### config.mk
export PLATFORM = sky130hd
export DESIGN_NAME = i2c_slave
export DESIGN_NICKNAME = d
export VERILOG_FILES = /design/src/rtl/i2c_pkg.sv /design/src/rtl/i2c_line_filter.sv /design/src/rtl/i2c_slave.sv
export SDC_FILE = /design/constraint.sdc
export NUM_CORES = 1
export LEC_CHECK = 0
export BUFFER_PORTS_ARGS = -buffer_cell sky130_fd_sc_hd__buf_4
export CORE_AREA = 4 4 71 73
export DETAILED_ROUTE_END_ITERATION = 7
export DIE_AREA = 0 0 75 77
export GPL_TIMING_DRIVEN = 1
export PLACE_DENSITY = 0.68
export SLEW_MARGIN = 0
export SYNTH_ARGS = -nofsm -noshare
export SYNTH_HDL_FRONTEND = slang
export SYNTH_HIERARCHICAL = 1
export SYNTH_SLANG_ARGS = --single-unit
### constraint.sdc
create_clock -name i_clk -period 2 [get_ports i_clk]
set_input_delay 0.2 -clock i_clk [delete_from_list [all_inputs] [get_ports i_clk]]
set_output_delay 0.2 -clock i_clk [all_outputs]
set_load 0.02 [all_outputs]
### src/rtl/i2c_pkg.sv
// rtl/i2c_pkg.sv - shared I2C constants and slave FSM state encoding
package i2c_pkg;

  localparam int I2C_ADDR_W = 7;
  localparam int I2C_DATA_W = 8;

  // R/W bit that follows the 7-bit address
  localparam logic RW_WRITE = 1'b0;
  localparam logic RW_READ  = 1'b1;

  typedef enum logic [2:0] {
    IDLE,
    ADDR,
    ADDR_ACK,
    WR_BYTE,
    WR_ACK,
    RD_BYTE,
    RD_ACK,
    IGNORE
  } i2c_state_e;

endpackage

### src/rtl/i2c_line_filter.sv
// rtl/i2c_line_filter.sv - pad synchronizer with optional glitch filter
// Optional feature macro: I2C_SLAVE_GLITCH_FILTER_EN
// Ports:
//   i_clk    system clock
//   i_rst_n  asynchronous active-low reset (all flops reset to line-idle 1)
//   i_line   raw pad input
//   o_line   synchronized (and, with the macro, filtered) line level
module i2c_line_filter #(
  parameter int SYNC_STAGES = 2,
  parameter int FILTER_LEN  = 3
) (
  input  logic i_clk,
  input  logic i_rst_n,
  input  logic i_line,
  output logic o_line
);

  logic [SYNC_STAGES-1:0] sync_q;

  always_ff @(posedge i_clk or negedge i_rst_n) begin
    if (!i_rst_n) sync_q <= '1;
    else          sync_q <= {sync_q[SYNC_STAGES-2:0], i_line};
  end

`ifdef I2C_SLAVE_GLITCH_FILTER_EN
  localparam int CNT_W = $clog2(FILTER_LEN + 1);

  logic [CNT_W-1:0] cnt_q;
  logic             filt_q;

  // Output follows only after FILTER_LEN consecutive clocks at the new level.
  always_ff @(posedge i_clk or negedge i_rst_n) begin
    if (!i_rst_n) begin
      cnt_q  <= '0;
      filt_q <= 1'b1;
    end else if (sync_q[SYNC_STAGES-1] == filt_q) begin
      cnt_q <= '0;
    end else if (cnt_q == CNT_W'(FILTER_LEN - 1)) begin
      filt_q <= sync_q[SYNC_STAGES-1];
      cnt_q  <= '0;
    end else begin
      cnt_q <= cnt_q + 1'b1;
    end
  end

  assign o_line = filt_q;
`else
  assign o_line = sync_q[SYNC_STAGES-1];
`endif

endmodule

### src/rtl/i2c_slave.sv
// rtl/i2c_slave.sv - I2C target, 7-bit address, 8-bit single-cycle byte interface
// Optional feature macro: I2C_SLAVE_GLITCH_FILTER_EN (glitch filter on SCL/SDA)
// Ports:
//   i_clk, i_rst_n   system clock (>= 8x SCL), asynchronous active-low reset
//   i_scl, i_sda     pad inputs
//   o_sda_oe         1 = pull SDA low
//   o_wr_valid       one-cycle pulse, o_wr_data holds a received byte
//   o_wr_data        last received data byte
//   o_rd_req         one-cycle pulse, i_rd_data sampled on the following cycle
//   i_rd_data        byte to transmit
//   o_busy           addressed and transfer in progress
//   o_nack_seen      sticky master NACK of a read byte, cleared by START
module i2c_slave
  import i2c_pkg::*;
#(
  parameter logic [I2C_ADDR_W-1:0] SLAVE_ADDR = 7'h21,
  parameter int SYNC_STAGES = 2,
  parameter int FILTER_LEN  = 3
) (
  input  logic                  i_clk,
  input  logic                  i_rst_n,
  input  logic                  i_scl,
  input  logic                  i_sda,
  output logic                  o_sda_oe,
  output logic                  o_wr_valid,
  output logic [I2C_DATA_W-1:0] o_wr_data,
  output logic                  o_rd_req,
  input  logic [I2C_DATA_W-1:0] i_rd_data,
  output logic                  o_busy,
  output logic                  o_nack_seen
);

  logic s_scl, s_sda, scl_q, sda_q;

  i2c_line_filter #(.SYNC_STAGES(SYNC_STAGES), .FILTER_LEN(FILTER_LEN)) u_scl_filt (
    .i_clk(i_clk), .i_rst_n(i_rst_n), .i_line(i_scl), .o_line(s_scl)
  );
  i2c_line_filter #(.SYNC_STAGES(SYNC_STAGES), .FILTER_LEN(FILTER_LEN)) u_sda_filt (
    .i_clk(i_clk), .i_rst_n(i_rst_n), .i_line(i_sda), .o_line(s_sda)
  );

  // START/STOP need SCL high in both cycles, so an SDA edge coinciding
  // with an SCL edge is treated as an ordinary data change.
  logic start_det, stop_det, scl_rise, scl_fall;
  assign start_det = scl_q & s_scl & sda_q & ~s_sda;
  assign stop_det  = scl_q & s_scl & ~sda_q & s_sda;
  assign scl_rise  = ~scl_q & s_scl;
  assign scl_fall  = scl_q & ~s_scl;

  i2c_state_e            state_q, state_d;
  logic [2:0]            bit_cnt_q, bit_cnt_d;
  logic [I2C_DATA_W-1:0] shift_q, shift_d, wr_data_q, wr_data_d;
  // ACK states: 1 = ACK currently driven. RD_BYTE: 1 = MSB still to drive.
  logic                  phase_q, phase_d;
  logic                  rw_q, rw_d;
  logic                  sda_oe_q, sda_oe_d, busy_q, busy_d, nack_q, nack_d;
  logic                  wr_valid_q, wr_valid_d, rd_req_q, rd_req_d;

  always_ff @(posedge i_clk or negedge i_rst_n) begin
    if (!i_rst_n) begin
      scl_q      <= 1'b1;
      sda_q      <= 1'b1;
      state_q    <= IDLE;
      bit_cnt_q  <= 3'd7;
      shift_q    <= '0;
      wr_data_q  <= '0;
      phase_q    <= 1'b0;
      rw_q       <= RW_WRITE;
      sda_oe_q   <= 1'b0;
      busy_q     <= 1'b0;
      nack_q     <= 1'b0;
      wr_valid_q <= 1'b0;
      rd_req_q   <= 1'b0;
    end else begin
      scl_q      <= s_scl;
      sda_q      <= s_sda;
      state_q    <= state_d;
      bit_cnt_q  <= bit_cnt_d;
      shift_q    <= shift_d;
      wr_data_q  <= wr_data_d;
      phase_q    <= phase_d;
      rw_q       <= rw_d;
      sda_oe_q   <= sda_oe_d;
      busy_q     <= busy_d;
      nack_q     <= nack_d;
      wr_valid_q <= wr_valid_d;
      rd_req_q   <= rd_req_d;
    end
  end

  always_comb begin
    state_d    = state_q;
    bit_cnt_d  = bit_cnt_q;
    shift_d    = shift_q;
    wr_data_d  = wr_data_q;
    phase_d    = phase_q;
    rw_d       = rw_q;
    sda_oe_d   = sda_oe_q;
    busy_d     = busy_q;
    nack_d     = nack_q;
    wr_valid_d = 1'b0;
    rd_req_d   = 1'b0;

    // Transmit byte arrives the cycle after the request.
    if (rd_req_q) shift_d = i_rd_data;

    if (stop_det) begin
      state_d   = IDLE;
      sda_oe_d  = 1'b0;
      busy_d    = 1'b0;
      bit_cnt_d = 3'd7;
      phase_d   = 1'b0;
    end else if (start_det) begin
      state_d   = ADDR;
      sda_oe_d  = 1'b0;
      nack_d    = 1'b0;
      bit_cnt_d = 3'd7;
      phase_d   = 1'b0;
    end else begin
      unique case (state_q)
        ADDR: if (scl_rise) begin
          shift_d = {shift_q[I2C_DATA_W-2:0], s_sda};
          if (bit_cnt_q == 3'd0) begin
            bit_cnt_d = 3'd7;
            phase_d   = 1'b0;
            // General call (address 0) is never acknowledged.
            if (shift_q[I2C_ADDR_W-1:0] == SLAVE_ADDR && SLAVE_ADDR != '0) begin
              state_d = ADDR_ACK;
              busy_d  = 1'b1;
              rw_d    = s_sda;
            end else begin
              state_d = IGNORE;
              busy_d  = 1'b0;
            end
          end else begin
            bit_cnt_d = bit_cnt_q - 3'd1;
          end
        end
        ADDR_ACK, WR_ACK: begin
          if (scl_fall) begin
            if (!phase_q) begin
              sda_oe_d = 1'b1;
              phase_d  = 1'b1;
            end else begin
              phase_d = 1'b0;
              if (state_q == WR_ACK || rw_q == RW_WRITE) begin
                state_d  = WR_BYTE;
                sda_oe_d = 1'b0;
              end else begin
                // ACK release and read MSB share this falling edge.
                state_d   = RD_BYTE;
                sda_oe_d  = ~shift_q[I2C_DATA_W-1];
                shift_d   = {shift_q[I2C_DATA_W-2:0], 1'b0};
                bit_cnt_d = 3'd7;
              end
            end
          end else if (scl_rise && phase_q && state_q == ADDR_ACK && rw_q == RW_READ) begin
            rd_req_d = 1'b1;
          end
        end
        WR_BYTE: if (scl_rise) begin
          shift_d = {shift_q[I2C_DATA_W-2:0], s_sda};
          if (bit_cnt_q == 3'd0) begin
            wr_valid_d = 1'b1;
            wr_data_d  = {shift_q[I2C_DATA_W-2:0], s_sda};
            state_d    = WR_ACK;
            bit_cnt_d  = 3'd7;
            phase_d    = 1'b0;
          end else begin
            bit_cnt_d = bit_cnt_q - 3'd1;
          end
        end
        RD_BYTE: if (scl_fall) begin
          if (phase_q || bit_cnt_q != 3'd0) begin
            sda_oe_d = ~shift_q[I2C_DATA_W-1];
            shift_d  = {shift_q[I2C_DATA_W-2:0], 1'b0};
            if (phase_q) phase_d = 1'b0;
            else         bit_cnt_d = bit_cnt_q - 3'd1;
          end else begin
            sda_oe_d  = 1'b0;
            state_d   = RD_ACK;
            bit_cnt_d = 3'd7;
          end
        end
        RD_ACK: if (scl_rise) begin
          if (!s_sda) begin
            rd_req_d  = 1'b1;
            state_d   = RD_BYTE;
            phase_d   = 1'b1;
            bit_cnt_d = 3'd7;
          end else begin
            nack_d  = 1'b1;
            state_d = IGNORE;
          end
        end
        IGNORE:  sda_oe_d = 1'b0;
        default: ;
      endcase
    end
  end

  assign o_sda_oe    = sda_oe_q;
  assign o_wr_valid  = wr_valid_q;
  assign o_wr_data   = wr_data_q;
  assign o_rd_req    = rd_req_q;
  assign o_busy      = busy_q;
  assign o_nack_seen = nack_q;

endmodule

== After elaboration in Yosys (flattened, before gate mapping) ==
Index checks and enable logic that the tools add are counted.
Operators by class
  add/subtract/negate cells: 1
  equal/unequal tests: 24
  mux-type cells: 79
  bitwise gates (word level): 15
  reduce and logical (&&, ||, !) cells: 26
Operator list (number)
  two-way mux 3 bit: 25
  two-way mux 8 bit: 9
  != test 4 bit, second input constant: 12
  two-way mux 1 bit: 38
  case mux 8 bit (3 select lines): 1
  case mux 3 bit (5 select lines): 1
  equality test 3 bit, second input constant: 4
  case mux 3 bit (4 select lines): 1
  nonzero test 2 bit: 6
  AND reduction 10 bit: 1
  AND reduction 9 bit: 1
  != test 4 x 1 -> 1 bit, second input constant: 2
  NOT 1 bit: 8
  AND reduction 4 bit: 2
  AND reduction 8 bit: 1
  AND 1 bit: 7
  equality test 7 x 6 -> 1 bit, second input constant: 1
  nonzero test 7 bit: 1
  equality test 3 x 2 -> 1 bit, second input constant: 2
  AND reduction 6 bit: 1
  nonzero test 6 bit: 1
  != test 5 bit, second input constant: 1
  AND reduction 5 bit: 1
  nonzero test 5 bit: 1
  other kinds (13): 17
Word-level totals
  bits in registers: 35
  bits of input ports: 12
  output and inout port bits: 13

== Depth between registers and ports, before layout ==
Gate-level depths: netlist of the first run.
  depth in word-level cells: 10
  depth in mapped cells: 7

== Cells and area by module ==
The synthesis of the first run kept the hierarchy.
Modules (own cells, without submodules)
  i2c_slave: times used 1, cells each 173, area each 1848.0 µm², sequential area each 782.0 µm²
  i2c_line_filter: times used 2, cells each 2, area each 52.6 µm², sequential area each 52.6 µm²

== Worst setup path before layout of the first run ==
Ideal clock, no wire load.
  path type: flip-flop to flip-flop
  start: register sda_q
  end: register bit_cnt_q[0]
  setup time: 0.082 ns
  arrival time: 1.744 ns
  data required time: 1.918 ns
  setup slack: 0.173 ns
  stages on the path, launching flop included: 7
  cell sequence: dfstp_2 clkbuf_1 a21oi_1 a221oi_1 o32ai_2 a21oi_2 mux2_2
Between the ends
  word-level cells in the longest chain between the ends: 5
RTL lines
  start, declared: line i2c_slave.sv:33  | logic s_scl, s_sda, scl_q, sda_q;
  start signal, assigned: line i2c_slave.sv:76  | sda_q <= s_sda;
  NOT 1 bit: line i2c_slave.sv:46  | assign stop_det = scl_q & s_scl & ~sda_q & s_sda;
  AND 1 bit (2 in series): line i2c_slave.sv:46
  != test 5 bit (no source line), or another cell as far along
  AND reduction 9 bit (no source line)
  end signal, assigned: line i2c_slave.sv:78  | bit_cnt_q <= bit_cnt_d;
  end, declared: line i2c_slave.sv:51  | logic [2:0] bit_cnt_q, bit_cnt_d;
Parallel ways exist; a longest one is shown, timed or not.
A chain may end at the register's enable or synchronous reset.

== Final worst setup path of the first run ==
  start: register scl_q
  end: register bit_cnt_q[0]
Between the ends
  word-level cells in the longest chain between the ends: 5
RTL lines
  start, declared: line i2c_slave.sv:33
  start signal, assigned: line i2c_slave.sv:75  | scl_q <= s_scl;
  AND 1 bit: line i2c_slave.sv:45, i2c_slave.sv:46
  AND 1 bit (on tied branches) (2 in series): line i2c_slave.sv:45, i2c_slave.sv:46
  != test 5 bit (no source line), or another cell as far along
  AND reduction 9 bit (no source line) or two-way mux 3 bit (tied branches)
Parallel ways exist; a longest one is shown, timed or not.

==> impl_results.md, run 1 <==
- Status: completed
- Worst skew pair latency: 0.28 ns
- 1st-pass router iterations: 4
- Ant. Diodes: 0
- # setup viols final: 0
- Post-DRT Antenna Nets: 0
- DRT iter0 DRCs: 100
- Sinks on Clock Net: 35
- Final Cycle Share: 96.5%
- CP Class: reg2reg
- Via count: 1540
- Int Pwr: 1.92 mW
- Worst hold stages: 1
- Minimum clock period: 1.93 ns
- First-pass GRT wire length: 7860 µm
- R2R depth: 6
- Via/cell ratio: 5.56
- Std cell rows: 24
- DRC: 0
- Die Span X: 75 µm
- Placed Cells: 262
- Multiplexer share of the synthesized area: 16.5%
- Clk_skew: 0.00571 ns
- Adder-Cell Fraction of Synth Area: 1.28%
- DP HPWL: 3220 µm
- Initial antenna violation count: 0
- Static leakage: around 1.2 nW
- P per Cell Area: 1230 mW/mm²
- #FFs+latches synth: 35
- Post-synthesis compound-gate area fraction: 17.9%
- CTS tree: done
- GRT Total Usage: between 15 and 20%
- Cell area after synthesis: 0.00195 mm²
- Clock buffer depth: 2
- Post-synth top area share: 33.3%
- Combinational share of power: 50.3%
- Worst setup endpoint: bit_cnt_q[0]
- Share of cells above drive strength 1: 47.6%
- Slew Viols, Final: 0
- Clock-pin slew on the worst setup and hold paths: 0.07 ns
- Seq pwr share: 34.2%
- CTS root buf: clkbuf_8
- Switch Pwr: between 1 and 1.5 mW
- Worst EP arrival: 2.13 ns
- H-tree lvl count: 2
- Final-layout fill cell count: roughly 350
- CTS buffer count: 5
- Worst reg2reg path endpoint: bit_cnt_q[0]
- GPL Wtd Cong: 0.893
- Simple logic cell fraction of the synthesized area: 13.5%
- Slew headroom: 70.5%
- Max-cap violation count: 0
- Final hold slack: 0.0288 ns
- Syn-to-layout area delta: 28.1%
- Required time worst endpoint: 2.20 ns
- Worst Setup Start Kind: flip-flop
- Synth area leader: dfrtp_1
- Hold WC Path Type: in2reg
- Starting density of the core: 44.9%
- Final Core Density: 57.5%
- Reg2reg start: scl_q
- Crit-path max FO: 6
- Final Hold Viols: 0
- Largest net degree at the start of global routing: 36
- Clk pwr share: 15.5%
- Routed len/inst: 16.2 µm
- Vert. Die Dim: a little under 80 µm
- CP startpoint: scl_q
- # IOs: 25
- # port buffers: 24
- Crit. End Element: flip-flop
- Number of flops mapped to enable cells by yosys: 0
- XOR/XNOR Fraction of Synth Area: less than 1%
- Reg-to-reg setup timing slack: 0.07 ns
- List of most frequent post-synthesis cells: dfrtp_1 (26), mux2_2 (26), nand2_1 (10)
- Largest family of logic cells by synthesized area: compound AO/OA/AOI/OAI gates
- Switching share of total power: 37.8%
- Synth warn: 6
- Peak VDD IR: 619 µV
- Core area: approximately 0.0044 mm²
- Syn_area_per_cell: 11.0 µm²
- Post-synthesis sequential area ratio: 45.4%
- Vias in the first global route: 1648
- Die ar.: 0.00578 mm²
- Actual slew at the worst max-slew pin: 0.442 ns
- Fin cells: 277
- Area contributors post-synth: dfrtp_1 (33%), mux2_2 (15%), dfstp_2 (12%)
- Layout Nets: about 240
- Total congestion overflow: 0
- FFs w/ async S/R, synth: 100%
- Mapped Nets: approximately 190
- Count of different cell masters after synthesis: 49
- Syn Inst Count: 177
- Primary FF master, synth: dfrtp_1
- Post-Route WL: between 4000 and 5000 µm
- Highest Clock Rate: 518 MHz
## registers in the layout, summed over array words and instances, names as in the netlist, 2 cells and up
register and cells:
o_wr_data 8, u_scl_filt/sync_q 2, bit_cnt_q 3, shift_q 8
state_q 3, u_sda_filt/sync_q 2
## logic make-up after synthesis
group                    count (synthesis)
multiplexers                            29
XOR/XNOR                                 2
flip-flops                              35
adder cells (fa/ha/maj)                  2
AO/OA/AOI/OAI                           44
buffers and inverters                   20
AND/OR/NAND/NOR                         45
## power groups by stage
stage | Sequential, mW | Combinational [mW] | Clock [mW]
final | 1.06 | 1.55 | 0.479
after global routing | 1.07 | 1.69 | 0.535
after floorplan | 0.990 | 1.05 | 0
after CTS | 1.05 | 1.46 | 0.501
after global placement | 1.05 | 1.38 | 0
after detailed placement | 1.05 | 1.41 | 0
## critical path, stage by stage (launching register included)
cell      delay [ns]
dfstp_2         0.63
buf_12          0.13
nand2b_1        0.05
a221oi_1        0.34
o32ai_2         0.16
a21oi_2         0.18
mux2_2          0.36
## metal layers
layer / GRT usage (%) / vias up / part of all wire (%)
met5: 0 / - / 0
met4: 4.80 / 0 / 0.67
met3: 4.44 / 6 / 6.1
met2: 28.7 / 51 / 52
met1: 21.8 / 740 / 41
li1: - / 743 / -
## metrics by stage
step | power, mW | setup TNS (ns) | worst slack (ns) | area (µm²)
2_1_floorplan | 2.04 | 0 | 0.173 | 1950
3_3_place_gp | 2.43 | 0 | 0.0583 | 2310
3_5_place_dp | 2.46 | 0 | 0.00404 | 2310
4_1_cts | 3.01 | 0 | 0.00704 | 2420
5_1_grt | 3.30 | -0.00610 | -0.00610 | 2500
6_report | 3.09 | 0 | 0.0707 | 2500
## cell usage in the layout (no fill, tap or decap), types with 2 or more instances in the layout
master    synthesis  routed
buf_4             0      50
mux2_2           26      25
dfrtp_1          26      25
nand2_1          10      10
nor2_1            9       9
dfstp_2           9       9
inv_1             8       8
a21oi_1           5       5
clkbuf_8          0       5
nor2b_1           4       4
o21a_1            4       4
nand3b_1          4       4
o21ai_0           5       4
a21oi_2           3       3
mux2i_1           3       3
nand3_1           3       3
o211ai_1          3       3
xor2_1            2       2
and2b_1           2       2
nand2b_1          2       2
a311oi_1          2       2
nor4b_1           2       2
nor3b_1           2       2
o22ai_1           2       2
a221oi_2          1       2
a31oi_1           3       2
a22oi_1           2       2
clkbuf_1          5       2
## final cells by class
| type | instances | area [µm²] | area share [%] |
|---|---|---|---|
| repair buffers | 52 | 405 | 16.2 |
| clock inverters | 1 | 5.00 | 0.200 |
| flip-flops and latches | 35 | 888 | 35.5 |
| multi-input cells | 122 | 1030 | 41.3 |
| well taps | 52 | 65.1 | 2.60 |
| clock buffers | 7 | 76.3 | 3.05 |
| inverters | 8 | 30.0 | 1.20 |
## repair_timing
item                                   4_1_cts  5_1_grt
pin swaps                                    0        6
resized for setup                            2        8
endpoints found under the hold margin       26        0
setup endpoints to repair                    2       23
hold buffers                                 1        0
buffers inserted                             0        6
## worst min-delay path by stage
stage,end,startpoint,slack (ns)
6_report,u_scl_filt/sync_q[0],i_scl,0.03
5_1_grt,u_scl_filt/sync_q[0],i_scl,0.01
4_1_cts,u_scl_filt/sync_q[0],i_scl,0.02
3_5_place_dp,o_wr_data[2],i_rst_n,0.17
3_3_place_gp,o_wr_data[2],i_rst_n,0.17
2_1_floorplan,o_busy,i_rst_n,-0.1
No activity file was read; power rests on OpenSTA's default activity.
==> run 2: changes to the inputs <==
- CORE_AREA: 4 4 71 73 -> 4 4 80 82
- DIE_AREA: 0 0 75 77 -> 0 0 84 86
- HOLD_SLACK_MARGIN: default -> 0.12
- PLACE_DENSITY: 0.68 -> 0.56
==> run 2 against run 1 <==
Die area is 25% higher. Core utilization is 13 points lower. Maximum frequency is 2.6% higher. Register-to-register slack better by 0.05 ns. Count of clock-buffer cells in the layout is 1 lower. Worst hold slack better by 0.21 ns. Sequential share of layout area is 0.44 points lower. Largest power group unchanged. Highest routed layer unchanged.
==> impl_results.md, run 2 (synthesis results as in run 1) <==
- Worst EP arrival: 2.10 ns
- H-tree lvl count: 2
- CP Class: reg2reg
- Largest net degree at the start of global routing: 36
- Clk_skew: approximately 0.0075 ns
- Final Core Density: 44.1%
- Core area: 0.00575 mm²
- # IOs: 25
- Crit-path max FO: 6
- Layout Nets: ~240
- DRC: 0
- Placed inst area: around 0.0024 mm²
- Starting density of the core: 34.0%
- Initial antenna violation count: 0
- Final-layout fill cell count: between 500 and 600
- Std cell rows: 28
- Ant. Diodes: 0
- Routed len/inst: 14.8 µm
- Required time worst endpoint: about 2.2 ns
- RSZ-0062 raised after global routing: false
- Hold Startpoint: i_rd_data[0]
- Slew headroom: 70.4%
- Static leakage: ~1.2 nW
- GRT Total Usage: 13.0%
- Via/cell ratio: 5.07
- Post-route cell area: 0.00253 mm²
- CTS tree: done
- CTS root buf: clkbuf_8
- 1st-pass router iterations: 5
- Total congestion overflow: 0
- Vias in the first global route: 1606
- Actual slew at the worst max-slew pin: 0.443 ns
- Highest Clock Rate: about 530 MHz
- Slew Viols, Final: 0
- Max-cap violation count: 0
- Post-Route WL: 4440 µm
- Vert. Die Dim: 86 µm
- Via count: roughly 1500
- Final Hold Viols: 0
- Peak VDD IR: slightly below 500 µV
- First-pass GRT wire length: 7580 µm
- Hold WC Path Type: in2reg
- GPL Wtd Cong: 0.877
- Worst skew pair latency: 0.29 ns
- Minimum clock period: 1.88 ns
- Worst Setup Start Kind: flip-flop
- Final Cycle Share: 94.1%
- Setup tns final: 0 ns
- Post-DRT Antenna Nets: 0
- CP startpoint: u_scl_filt/sync_q[1]
- DRT iter0 DRCs: 70
- Clock buffer depth: 2
- # port buffers: 24
- Clock-pin slew on the worst setup and hold paths: approximately 0.080 ns
- # setup viols final: 0
- Share of cells above drive strength 1: 46.5%
- Die Span X: 84 µm
- Most frequent cells in the layout: buf_4 (48), mux2_2 (26), dfrtp_1 (25)
- Commonest non-fill, non-tap cell in the layout: buf_4
- P per Cell Area: 1250 mW/mm²
- Die ar.: around 0.0072 mm²
- Sinks on Clock Net: 35
- CTS buffer count: 5
- DP HPWL: 3210 µm
- Status: completed
- Reg2reg start: u_scl_filt/sync_q[1]
- Crit. End Element: flip-flop
- Syn-to-layout area delta: 29.7%
## run 2: what timing repair did
action	4_1_cts	5_1_grt
hold buffers	3	0
endpoints found under the hold margin	28	0
buffers inserted	0	1
setup endpoints to repair	0	11
gates resized for setup	0	2
## run 2: final cells by class
class / instances / area (µm²) / area share, %
clock buffers: 6 / 82.6 / 3.26
multi-input cells: 122 / 985 / 38.9
flip-flops and latches: 35 / 888 / 35.1
clock inverters: 2 / 38.8 / 1.53
inverters: 8 / 30.0 / 1.19
repair buffers: 53 / 415 / 16.4
well taps: 75 / 93.8 / 3.70
## run 2: worst max-delay path, stage by stage (launching register included)
cell and delay (ns):
dfstp_2 0.57, nor4bb_1 0.29, buf_4 0.18, or3_1 0.12, o32ai_2 0.09, a21oi_2 0.21
mux2_2 0.36
## run 2: final timing paths
check / end / slack (ns) / cells after the start
worst min-delay path: shift_q[0] / 0.24 / 3
worst max-delay path: bit_cnt_q[0] / 0.12 / 6
min in group asynchronous: o_wr_data[5] / 0.39 / 2
worst min register to register: u_sda_filt/sync_q[1] / 0.36 / 0
max in group asynchronous: sda_q / 1.26 / 2
worst max register to register: bit_cnt_q[0] / 0.12 / 6
## run 2: power breakdown
group          internal, mW  total (mW)  switching (mW)
registers             0.875        1.07           0.193
clock network         0.410       0.685           0.275
logic                 0.747        1.42           0.675
## run 2: stage by stage
step	power (mW)	instances	setup WS (ns)	hold WS, ns
2_1_floorplan	2.04	177	0.173	-0.0956
5_1_grt	3.40	301	0.0169	0.255
6_report	3.18	301	0.119	0.243
3_3_place_gp	2.49	289	0.0497	0.177
4_1_cts	3.20	300	0.0439	0.238
3_5_place_dp	2.49	289	0.0559	0.181
## run 2: metal layers
metal	track usage [%]	share of wire (%)	up-vias
met3	1.83	2.9	5
met1	17.3	49	750
met2	21.0	46	26
li1	-	-	745
met4	5.99	1.5	0
met5	0	0	-
==> run 3: changes to the inputs <==
- SYNTH_HIERARCHICAL: 1 -> default
==> run 3 against run 2 <==
Sequential share of layout area rose by 1.9 points. Register-to-register slack barely moved. Routed wire length fell by 1.4%. Combinational power fell by 6%. Critical path depth did not move. Core utilization fell by 2.3 points. Largest power group unchanged.
==> impl_results.md, run 3 <==
- Die ar.: just over 0.007 mm²
- Setup WS post-layout: between 0.1 and 0.15 ns
- Worst Setup Start Kind: flip-flop
- Via count: 1486
- Vert. Die Dim: 86 µm
- Syn Inst Count: between 150 and 200
- 1st-pass router iterations: 4
- Pre-CTS setup slack: 0.0268 ns
- Post-Route WL: 4380 µm
- Total congestion overflow: 0
- Slew Viols, Final: 0
- Std cell rows: 28
- Clock buffer depth: 2
- Commonest non-fill, non-tap cell in the layout: buf_4
- Ant. Diodes: 0
- M3 GR Usage: 3.17%
- Area contributors post-synth: dfrtp_1 (34%), dfstp_2 (12%), mux2_4 (11%)
- CP max-delay cell: dfstp_2
- List of most frequent post-synthesis cells: dfrtp_1 (26), mux2_4 (14), nor2_1 (12)
- Clk_skew: 0.00739 ns
- Crit-path max FO: 8
- Starting density of the core: about 34%
- Post-synthesis sequential area ratio: between 40% and 50%
- Mapped Nets: 189
- Clock-pin slew on the worst setup and hold paths: 0.07 ns
- Post-DRT Antenna Nets: 0
- Global routing's busiest layer: met2
- Final-layout fill cell count: 580
- Hold Startpoint: i_rd_data[0]
- Clk pwr share: around 19%
- Int Pwr: between 1.5 and 2 mW
- Minimum clock period: 1.88 ns
- Layout Nets: 227
- Primary FF master, synth: dfrtp_1
- RSZ-0062 raised after global routing: false
- Placed inst area: around 0.0023 mm²
- Post-route cell area: 0.00240 mm²
- Status: completed
- Most frequent cells in the layout: buf_4 (39), dfrtp_1 (26), mux2_4 (14)
- Worst skew pair latency: 0.29 ns
- #FFs+latches synth: 35
- Placed Cells: 278
- GRT Total Usage: 13.2%
- Required time worst endpoint: 2.18 ns
- Cell area after synthesis: between 0.0015 and 0.002 mm²
- # setup viols final: 0
- Crit. End Element: flip-flop
- Sinks on Clock Net: 35
- CTS buffer count: 5
- Peak VDD IR: 502 µV
- Number of flops mapped to enable cells by yosys: 0
- Hold WC Path Type: in2reg
- Die Span X: 84 µm
- DRC: 0
- Worst EP arrival: between 2 and 2.5 ns
- Seq pwr share: 35.8%
- Static leakage: 1.15 nW
- P per Cell Area: approximately 1200 mW/mm²
- CP Class: reg2reg
- GPL Wtd Cong: 0.833
- Combinational share of power: 45.7%
- CTS root buf: clkbuf_8
- Switching share of total power: 37.4%
- Most common cell in the netlist: dfrtp_1
- First-pass GRT wire length: 7550 µm
- Post-synth top area share: around 34%
- Max-cap violation count: 0
- CTS tree: done
- Crit path cell chain: inv_1 -> ha_1 -> nand2b_1 -> o21ai_1 -> a221o_2 -> mux2_4
- CP peak stage delay: 0.53 ns
- Reg2reg start: bit_cnt_q[0]
- Actual slew at the worst max-slew pin: 0.438 ns
- Switch Pwr: between 1 and 1.5 mW
- Synth area leader: dfrtp_1
- Fin cells: 289
- Final Cycle Share: a little over nine tenths
- # port buffers: 24
- Grt met1 use: 17.0%
- H-tree lvl count: 2
- Core area: 0.00575 mm²
- DP HPWL: 3170 µm
- Slew headroom: 70.8%
- Highest Clock Rate: roughly 530 MHz
- Largest net degree at the start of global routing: 36
- FFs w/ async S/R, synth: 100%
- Final Hold Viols: 0
- Setup tns final: 0 ns
- CP startpoint: bit_cnt_q[0]
- Vias in the first global route: ~1600
- Syn-to-layout area delta: 23.8%
- DRT iter0 DRCs: 44
- Count of different cell masters after synthesis: 52
- Initial antenna violation count: 0
- Syn_area_per_cell: 11.1 µm²
- Routed len/inst: 15.1 µm
- Met2 Usage GRT: 20.0%
- Via/cell ratio: 5.14
- Synth warn: 0
- Share of cells above drive strength 1: a little under 40%
- # IOs: 25
==> run 3: changes by cell type after synthesis, moves of 3 or more <==
cell | before | now
nor2_1 | 9 | 12
clkbuf_1 | 5 | 1
buf_4 | 0 | 3
nor3_1 | 1 | 5
o221ai_1 | 0 | 3
mux2_2 | 26 | 8
o21ai_0 | 5 | 10
mux2_4 | 0 | 14
o21a_1 | 4 | 1
nand2b_1 | 2 | 5
nand3b_1 | 4 | 1
a21oi_2 | 3 | 0
==> run 3: worst max-delay path: cells and delay by family, from the launching register on <==
family	cells	cell delay [ns]
AO/OA/AOI/OAI	2	0.56
flip-flops	1	0.53
multiplexers	1	0.33
adder cells (fa/ha/maj)	1	0.19
AND/OR/NAND/NOR	1	0.10
buffers and inverters	1	0.06
==> run 3: cell type report <==
cell class | instances | area, µm² | share of cell area, %
Tap cell | 75 | 93.8 | 3.91
Clock inverter | 1 | 8.76 | 0.365
Timing Repair Buffer | 43 | 343 | 14.3
Clock buffer | 7 | 86.3 | 3.60
Inverter | 8 | 30.0 | 1.25
Sequential cell | 35 | 887 | 37.0
Multi-Input combinational cell | 120 | 951 | 39.6
==> run 3: what timing repair did <==
action,4_1_cts,5_1_grt
resized for setup,0,2
setup endpoints to repair,0,8
setup buffers,0,0
hold buffers,3,0
endpoints found under the hold margin,28,0
==> run 3: cells by family (layout without fill, tap and decap cells) <==
family          after synthesis  count (layout)  share of synthesized area, %
compound gates               39              39                          14.2
xor+xnor                      1               1                         0.452
fa+ha+maj                     2               2                          1.29
buf+inv                      20              59                          5.55
mux                          25              25                          17.1
flops                        35              35                          45.8
simple gates                 53              53                          15.6
==> run 3: power by group through the flow <==
stage          clock network (mW)  logic, mW  registers (mW)
2_1_floorplan                   0       1.07           0.977
3_3_place_gp                    0       1.31            1.07
3_5_place_dp                    0       1.32            1.06
4_1_cts                     0.566       1.33            1.05
5_1_grt                     0.594       1.48            1.08
6_report                    0.544       1.34            1.05
==> run 3: final timing paths <==
check                                        to  slack (ns)  depth (start not counted)
min reg2reg                u_sda_filt.sync_q[1]        0.36                          0
min                                  shift_q[0]        0.25                          3
max reg2reg                          shift_q[1]        0.12                          6
max in group asynchronous          bit_cnt_q[1]        1.26                          2
max                                  shift_q[1]        0.12                          6
min in group asynchronous            shift_q[4]        0.40                          2
==> run 3: routing by layer <==
layer	wire length (µm)	up-vias
met1	1990	695
li1	-	720
met5	0	-
met2	1940	53
met3	278	18
met4	173	0
==> run 3: metrics by stage <==
step / power (mW) / utilization (%) / hold slack (ns)
floorplan: 2.05 / - / -0.0956
global placement: 2.38 / 39.5 / 0.182
detailed placement: 2.38 / 39.5 / 0.184
CTS: 2.95 / 41.6 / 0.247
global route: 3.16 / 41.8 / 0.265
finish: 2.94 / 41.8 / 0.254
